<file path="src/rtl/fetch_pc_sequencer.sv">
// Fetch-stage PC/NPC sequencer with delay-slot semantics, stall freeze and a redirect buffer.
// Define PC_TRAP_EN to enable the trap vector path and EPC capture.
module fetch_pc_sequencer #(
    parameter int unsigned       ADDR_W      = 32,
    parameter int unsigned       INSTR_BYTES = 4,
    parameter logic [ADDR_W-1:0] RESET_PC    = '0,
    parameter logic [ADDR_W-1:0] TRAP_VEC    = 'h80
) (
    input  logic              clk,
    input  logic              reset,
    input  logic              stall,
    input  logic              branch_taken,
    input  logic [ADDR_W-1:0] branch_target,
    input  logic              jump,
    input  logic [ADDR_W-1:0] jump_target,
    input  logic              trap,
    output logic [ADDR_W-1:0] pc,
    output logic [ADDR_W-1:0] npc,
    output logic [1:0]        pc_source,
    output logic              pend_valid,
    output logic [ADDR_W-1:0] epc
);

    localparam logic [ADDR_W-1:0] INC        = ADDR_W'(INSTR_BYTES);
    localparam logic [ADDR_W-1:0] ALIGN_MASK = ~ADDR_W'(INSTR_BYTES - 1);
    localparam logic [1:0] SRC_SEQ = 2'b00, SRC_BRANCH = 2'b01, SRC_JUMP = 2'b10, SRC_ALT = 2'b11;

    typedef enum logic [1:0] {RUN, HOLD, HOLD_PEND} state_t;

    state_t            r_state, w_state_nxt;
    logic [ADDR_W-1:0] r_pc, r_npc, r_ptgt, r_epc;
    logic [ADDR_W-1:0] w_pc_nxt, w_npc_nxt, w_ptgt_nxt, w_epc_nxt, w_redir_tgt;
    logic [1:0]        r_src, w_src_nxt, w_redir_src;
    logic              w_redir, w_trap;

`ifdef PC_TRAP_EN
    assign w_trap = trap;
`else
    // Trap is still read so the port stays connected, but it can never fire.
    assign w_trap = trap & 1'b0;
`endif

    always_comb begin
        w_redir     = jump | branch_taken;
        w_redir_tgt = (jump ? jump_target : branch_target) & ALIGN_MASK;
        w_redir_src = jump ? SRC_JUMP : SRC_BRANCH;
        w_state_nxt = r_state;
        w_pc_nxt    = r_pc;
        w_npc_nxt   = r_npc;
        w_src_nxt   = r_src;
        w_ptgt_nxt  = r_ptgt;
        w_epc_nxt   = r_epc;
        if (w_trap) begin
            w_state_nxt = RUN;
            w_pc_nxt    = TRAP_VEC;
            w_npc_nxt   = TRAP_VEC + INC;
            w_epc_nxt   = r_pc;
            w_src_nxt   = SRC_ALT;
        end else if (stall) begin
            // Newest redirect during a stall replaces any earlier buffered one.
            if (w_redir) begin
                w_state_nxt = HOLD_PEND;
                w_ptgt_nxt  = w_redir_tgt;
            end else if (r_state == RUN) begin
                w_state_nxt = HOLD;
            end
        end else begin
            w_state_nxt = RUN;
            w_pc_nxt    = r_npc;
            if (w_redir) begin
                w_npc_nxt = w_redir_tgt;
                w_src_nxt = w_redir_src;
            end else if (r_state == HOLD_PEND) begin
                w_npc_nxt = r_ptgt;
                w_src_nxt = SRC_ALT;
            end else begin
                w_npc_nxt = r_npc + INC;
                w_src_nxt = SRC_SEQ;
            end
        end
    end

    always_ff @(posedge clk) begin
        if (reset) begin
            r_state <= RUN;
            r_pc    <= RESET_PC;
            r_npc   <= RESET_PC + INC;
            r_src   <= SRC_SEQ;
            r_ptgt  <= '0;
            r_epc   <= '0;
        end else begin
            r_state <= w_state_nxt;
            r_pc    <= w_pc_nxt;
            r_npc   <= w_npc_nxt;
            r_src   <= w_src_nxt;
            r_ptgt  <= w_ptgt_nxt;
            r_epc   <= w_epc_nxt;
        end
    end

    assign pc         = r_pc;
    assign npc        = r_npc;
    assign pc_source  = r_src;
    assign pend_valid = (r_state == HOLD_PEND);
    assign epc        = r_epc;

endmodule

</file>
<file path="config.mk">
export PLATFORM = sky130hd
export DESIGN_NAME = fetch_pc_sequencer
export DESIGN_NICKNAME = d
export VERILOG_FILES = /design/src/rtl/fetch_pc_sequencer.sv
export SDC_FILE = /design/constraint.sdc
export NUM_CORES = 1
export LEC_CHECK = 0
export BUFFER_PORTS_ARGS = -buffer_cell sky130_fd_sc_hd__buf_2
export CAP_MARGIN = 20
export CORE_MARGIN = 2
export CORE_UTILIZATION = 39
export CTS_BUF_LIST = sky130_fd_sc_hd__clkbuf_8
export CTS_CLUSTER_DIAMETER = 150
export DETAILED_ROUTE_END_ITERATION = 10
export GPL_ROUTABILITY_DRIVEN = 0
export PLACE_DENSITY = 0.64
export SYNTH_ARGS = -nofsm -noshare
export SYNTH_HDL_FRONTEND = slang
export SYNTH_SLANG_ARGS = --single-unit
</file>
<file path="constraint.sdc">
create_clock -name clk -period 3.3 [get_ports clk]
set_input_delay 0.99 -clock clk [delete_from_list [all_inputs] [get_ports clk]]
set_output_delay 0.99 -clock clk [all_outputs]
set_load 0.01 [all_outputs]
</file>
# Word level (Yosys, flattened, before mapping)
# Cells that the tools add are included.
[totals] ff_bits=98 inputBits=70 out_inout_bits=99 word_cells=23
[classes] addsub=1 n_eq_ne=1 mux=8 bitwise_logic=2 reduce_logical=5
[ops] op="32-bit 2-to-1 mux" count=3
[ops] op="32-bit by 3-bit adder with 32-bit output (second input constant)" count=1
[ops] op="2-bit 2-to-1 mux" count=5
[ops] op="3-bit OR reduction" count=1
[ops] op="2-bit == test (second input constant)" count=1
[ops] op="2-bit zero test" count=1
[ops] op="2-bit AND reduction" count=1
[ops] op="2-bit nonzero test" count=1
[ops] op="2-bit OR reduction" count=1
[ops] op="1-bit inverter" count=1
[ops] op="1-bit OR" count=1

# Longest topological paths before layout
[logic_depth] depth_word=3 depth_mapped=8 mapped_depth_nobuf=6

# Least setup slack after synthesis
# OpenSTA, ideal clock, no wires.
[synth_path] kind="input to register" start="input port branch_taken" end="register r_npc[12] (netlist: npc[12])" setup_time_ns=0.116 t_arrival_ns=2.151 setup_slack_ns=1.033 path_stages=7 path_buffers=3 cell_sequence="buf_2 > nor2b_1 > buf_2 > buf_2 > a221oi_1 > a21oi_1 > o211a_1"
[synth_between] elab_chain_len=2
[synth_rtl] element="from (decl)" line="12" text="input logic branch_taken,"
[synth_rtl] element="1-bit OR" line="44" text="w_redir = jump | branch_taken;"
[synth_rtl] element="32-bit 2-to-1 mux" line="70" text="if (w_redir) begin"
[synth_rtl] element="to (signal assigned)" line="87" text="r_npc <= RESET_PC + INC;"
[synth_rtl] element="to (signal assigned)" line="94" text="r_npc <= w_npc_nxt;"
[synth_rtl] element="to (decl)" line="31" text="logic [ADDR_W-1:0] r_pc, r_npc, r_ptgt, r_epc;"
# Every way passes these cells.
# A chain may end at the register's enable or synchronous reset.

# Worst setup path in the final report
[layout_path] start="register r_state[0]" end="output port pend_valid"
[layout_between] elab_chain_len=1
[layout_rtl] element="from (decl)" line="30" text="state_t r_state, w_state_nxt;"
[layout_rtl] element="from (signal assigned)" line="92" text="r_state <= w_state_nxt;"
[layout_rtl] element="2-bit == test" line="104" text="assign pend_valid = (r_state == HOLD_PEND);"
[layout_rtl] element="to (decl)" line="20" text="output logic pend_valid,"
# Every way passes these cells.

==> impl_metrics.py <==
metrics = {
    "run_status": {
        "outcome": "complete, no violations",
    },
    "die": {
        "rows": 42,
        "ios": 169,
        "fp.coreArea_um2": 13100,
        "die_height_um": 120,
        "start_util_pct": 39.8,
        "die_w_um": 120,
        "die-area_um2": 14300,
    },
    "global_route": {
        "antenna_found_initial": 0,
        "grt_max_degree": 45,
        "grt.overflow.total": 0,
        "grt_pass1_vias": 4691,
        "grt_usage_pct": 20.9,
        "grt_pass1_wl_mm": 24.0,
    },
    "power_and_ir_drop": {
        "power.density_nw_per_um2": 432,
        "power_w": 0.00262,
        "p_leak_nw": 2.67,
        "vdd_ir_drop_max_uv": 186,
    },
    "detailed_routing": {
        "antenna_left": 0,
        "wire_per_inst_um": 16.6,
        "drc": 0,
        "first_pass_iters": 5,
        "drt_iter0_drc": 295,
        "vias": 4977,
        "wl_mm": 14.9,
        "viasPerCell": 5.54,
    },
    "synthesis": {
        "ys_ff_latch": 94,
        "seq_area_frac_synth_pct": 36.0,
        "synthCells": 616,
        "synth_edf_count": 0,
        "synth.distinct_cells": 58,
        "synth_top_flop_cell": "dfxtp_1",
        "async_flop_share_pct": 0,
        "synth_area_per_cell_um2": 8.48,
        "netlist_area_um2": 5220,
        "synth-warning-count": 0,
    },
    "sta": {
        "skew_ps": 17.4,
        "slew_headroom_pct": 53.1,
        "fin_crit_ps": 2470,
        "grt_setup_unrepaired": "false",
        "worstMarginPinSlew_ps": 703,
        "max_freq_ghz": 0.404,
        "setup_tns_ps": 0,
        "setup_violations": 0,
        "final-max-slew-violation-count": 0,
        "fin_crit_sh_pct": 74.9,
        "hold_viol": 0,
        "setup_ws_ps": 827,
    },
    "cts": {
        "htree_levels": 3,
        "cts_setup_buffers": 0,
        "cts_buffers": 9,
        "cts.sinks": 94,
        "ctsHoldBuffers": 0,
        "clkLatencyLatePin_ps": 390,
        "clk_pin_slew_ps": 100,
        "cts.path.max_buffers": 2,
        "cts_root_buf": "clkbuf_8",
        "tritoncts": "yes",
        "cts_resized": 0,
    },
    "min_path": {
        "holdCritPathClass": "reg -> reg",
    },
    "place": {
        "dpl.hpwl_mm": 10.7,
        "pre_cts_slack_ps": 477,
        "placed_area_um2": 5840,
        "numPortBuffers": 127,
    },
    "critical_path": {
        "crit_fanout": 11,
        "critical_path_class": "reg -> out",
        "critPathCaptureType": "primary output",
        "worstSetupStartpointType": "register",
        "critPathArrivalTime_ps": 1480,
        "required_ps": 2310,
    },
    "finish": {
        "postLayoutCoreUtil_pct": 46.2,
        "fin_area_um2": 6070,
        "layout_common_cells": "126 x buf_2, 94 x dfxtp_1, 77 x nor2_1",
        "diodes": 0,
        "final_common_cell": "buf_2",
        "nNetsFinal": 789,
        "drive_above_1_share_pct": 23.8,
        "syn_to_final_growth_pct": 16.1,
    },
    "flow_run": {
        "cap_viol_max_count": 0,
    },
}
-- metrics by stage --
stage               std cells  hold WS [ps]
floorplan                 651           440
global placement          883           459
detailed placement        883           464
CTS                       899           477
global route              899           504
finish                    899           474
-- worst max-delay path, cell delays in order, from the launching register on --
cell      delay (ps)
dfxtp_1          340
nand2b_1         280
inv_2            280
buf_2            190
-- sequential cells by signal, summed over array words and instances (netlist names) --
| name | flops |
|---|---|
| pc_source | 2 |
| pc | 30 |
| r_state | 2 |
| npc | 30 |
| r_ptgt | 30 |
-- cell usage after synthesis, drive strengths merged (3+ instances only) --
cell | instances | area share, %
dfxtp | 94 | 36
nor2 | 78 | 5.6
buf | 62 | 7.7
mux2i | 60 | 11
a21oi | 39 | 3.7
nand2 | 33 | 2.4
a211oi | 30 | 4.3
o21ai | 29 | 2.8
clkbuf | 25 | 1.8
nor3 | 15 | 1.7
a221oi | 13 | 2.2
nand3 | 13 | 1.5
nand4 | 12 | 2.0
a221o | 10 | 1.9
inv | 10 | 0.72
a31oi | 7 | 0.84
nor2b | 7 | 0.84
and3 | 6 | 0.72
nand2b | 6 | 0.72
o32ai | 6 | 1.0
and4 | 5 | 0.84
o22ai | 5 | 0.60
a21o | 4 | 0.57
a311oi | 4 | 0.67
nor4 | 4 | 1.0
a22oi | 3 | 0.43
a41o | 3 | 0.57
nor3b | 3 | 0.43
or3 | 3 | 0.36
-- final cells by class --
| type | count | area, um^2 |
|---|---|---|
| fillers | 1366 | 7070 |
| multi-input cells | 459 | 2940 |
| flip-flops and latches | 94 | 1880 |
| repair buffers | 143 | 758 |
| well taps | 176 | 220 |
| clock buffers | 10 | 138 |
| clock inverters | 6 | 85.1 |
| inverters | 11 | 41.3 |
-- metal layers --
metal | wire length (um) | track usage (%)
met1 | 6500 | 27.7
met5 | 0 | 0
met2 | 7280 | 34.2
met3 | 1010 | 4.75
met4 | 125 | 5.88
-- final timing paths --
| kind | start | end | slack (ps) | cells after the start |
|---|---|---|---|---|
| max | r_state[0] | pend_valid | 830 | 3 |
| min | pc[14] | pc[14] | 470 | 2 |
| max reg2reg | npc[2] | npc[30] | 1080 | 6 |
| min reg2reg | pc[14] | pc[14] | 470 | 2 |
-- power by group --
part	internal, W	switching (W)	total, W
Sequential	0.00121	0.0000783	0.00129
Combinational	0.000189	0.000271	0.000460
Clock	0.000446	0.000425	0.000872
Total	0.00184	0.000775	0.00262
-- logic make-up after synthesis --
family / Yosys count / synth area share [%]
AO/OA/AOI/OAI: 167 / 22.1
AND/OR/NAND/NOR: 192 / 19.2
buffers and inverters: 98 / 10.3
flip-flops: 94 / 36.0
XOR/XNOR: 2 / 0.335
other: 1 / 0.0718
adder cells (fa/ha/maj): 1 / 0.239
multiplexers: 61 / 11.7
(Power assumes the default switching activity.)
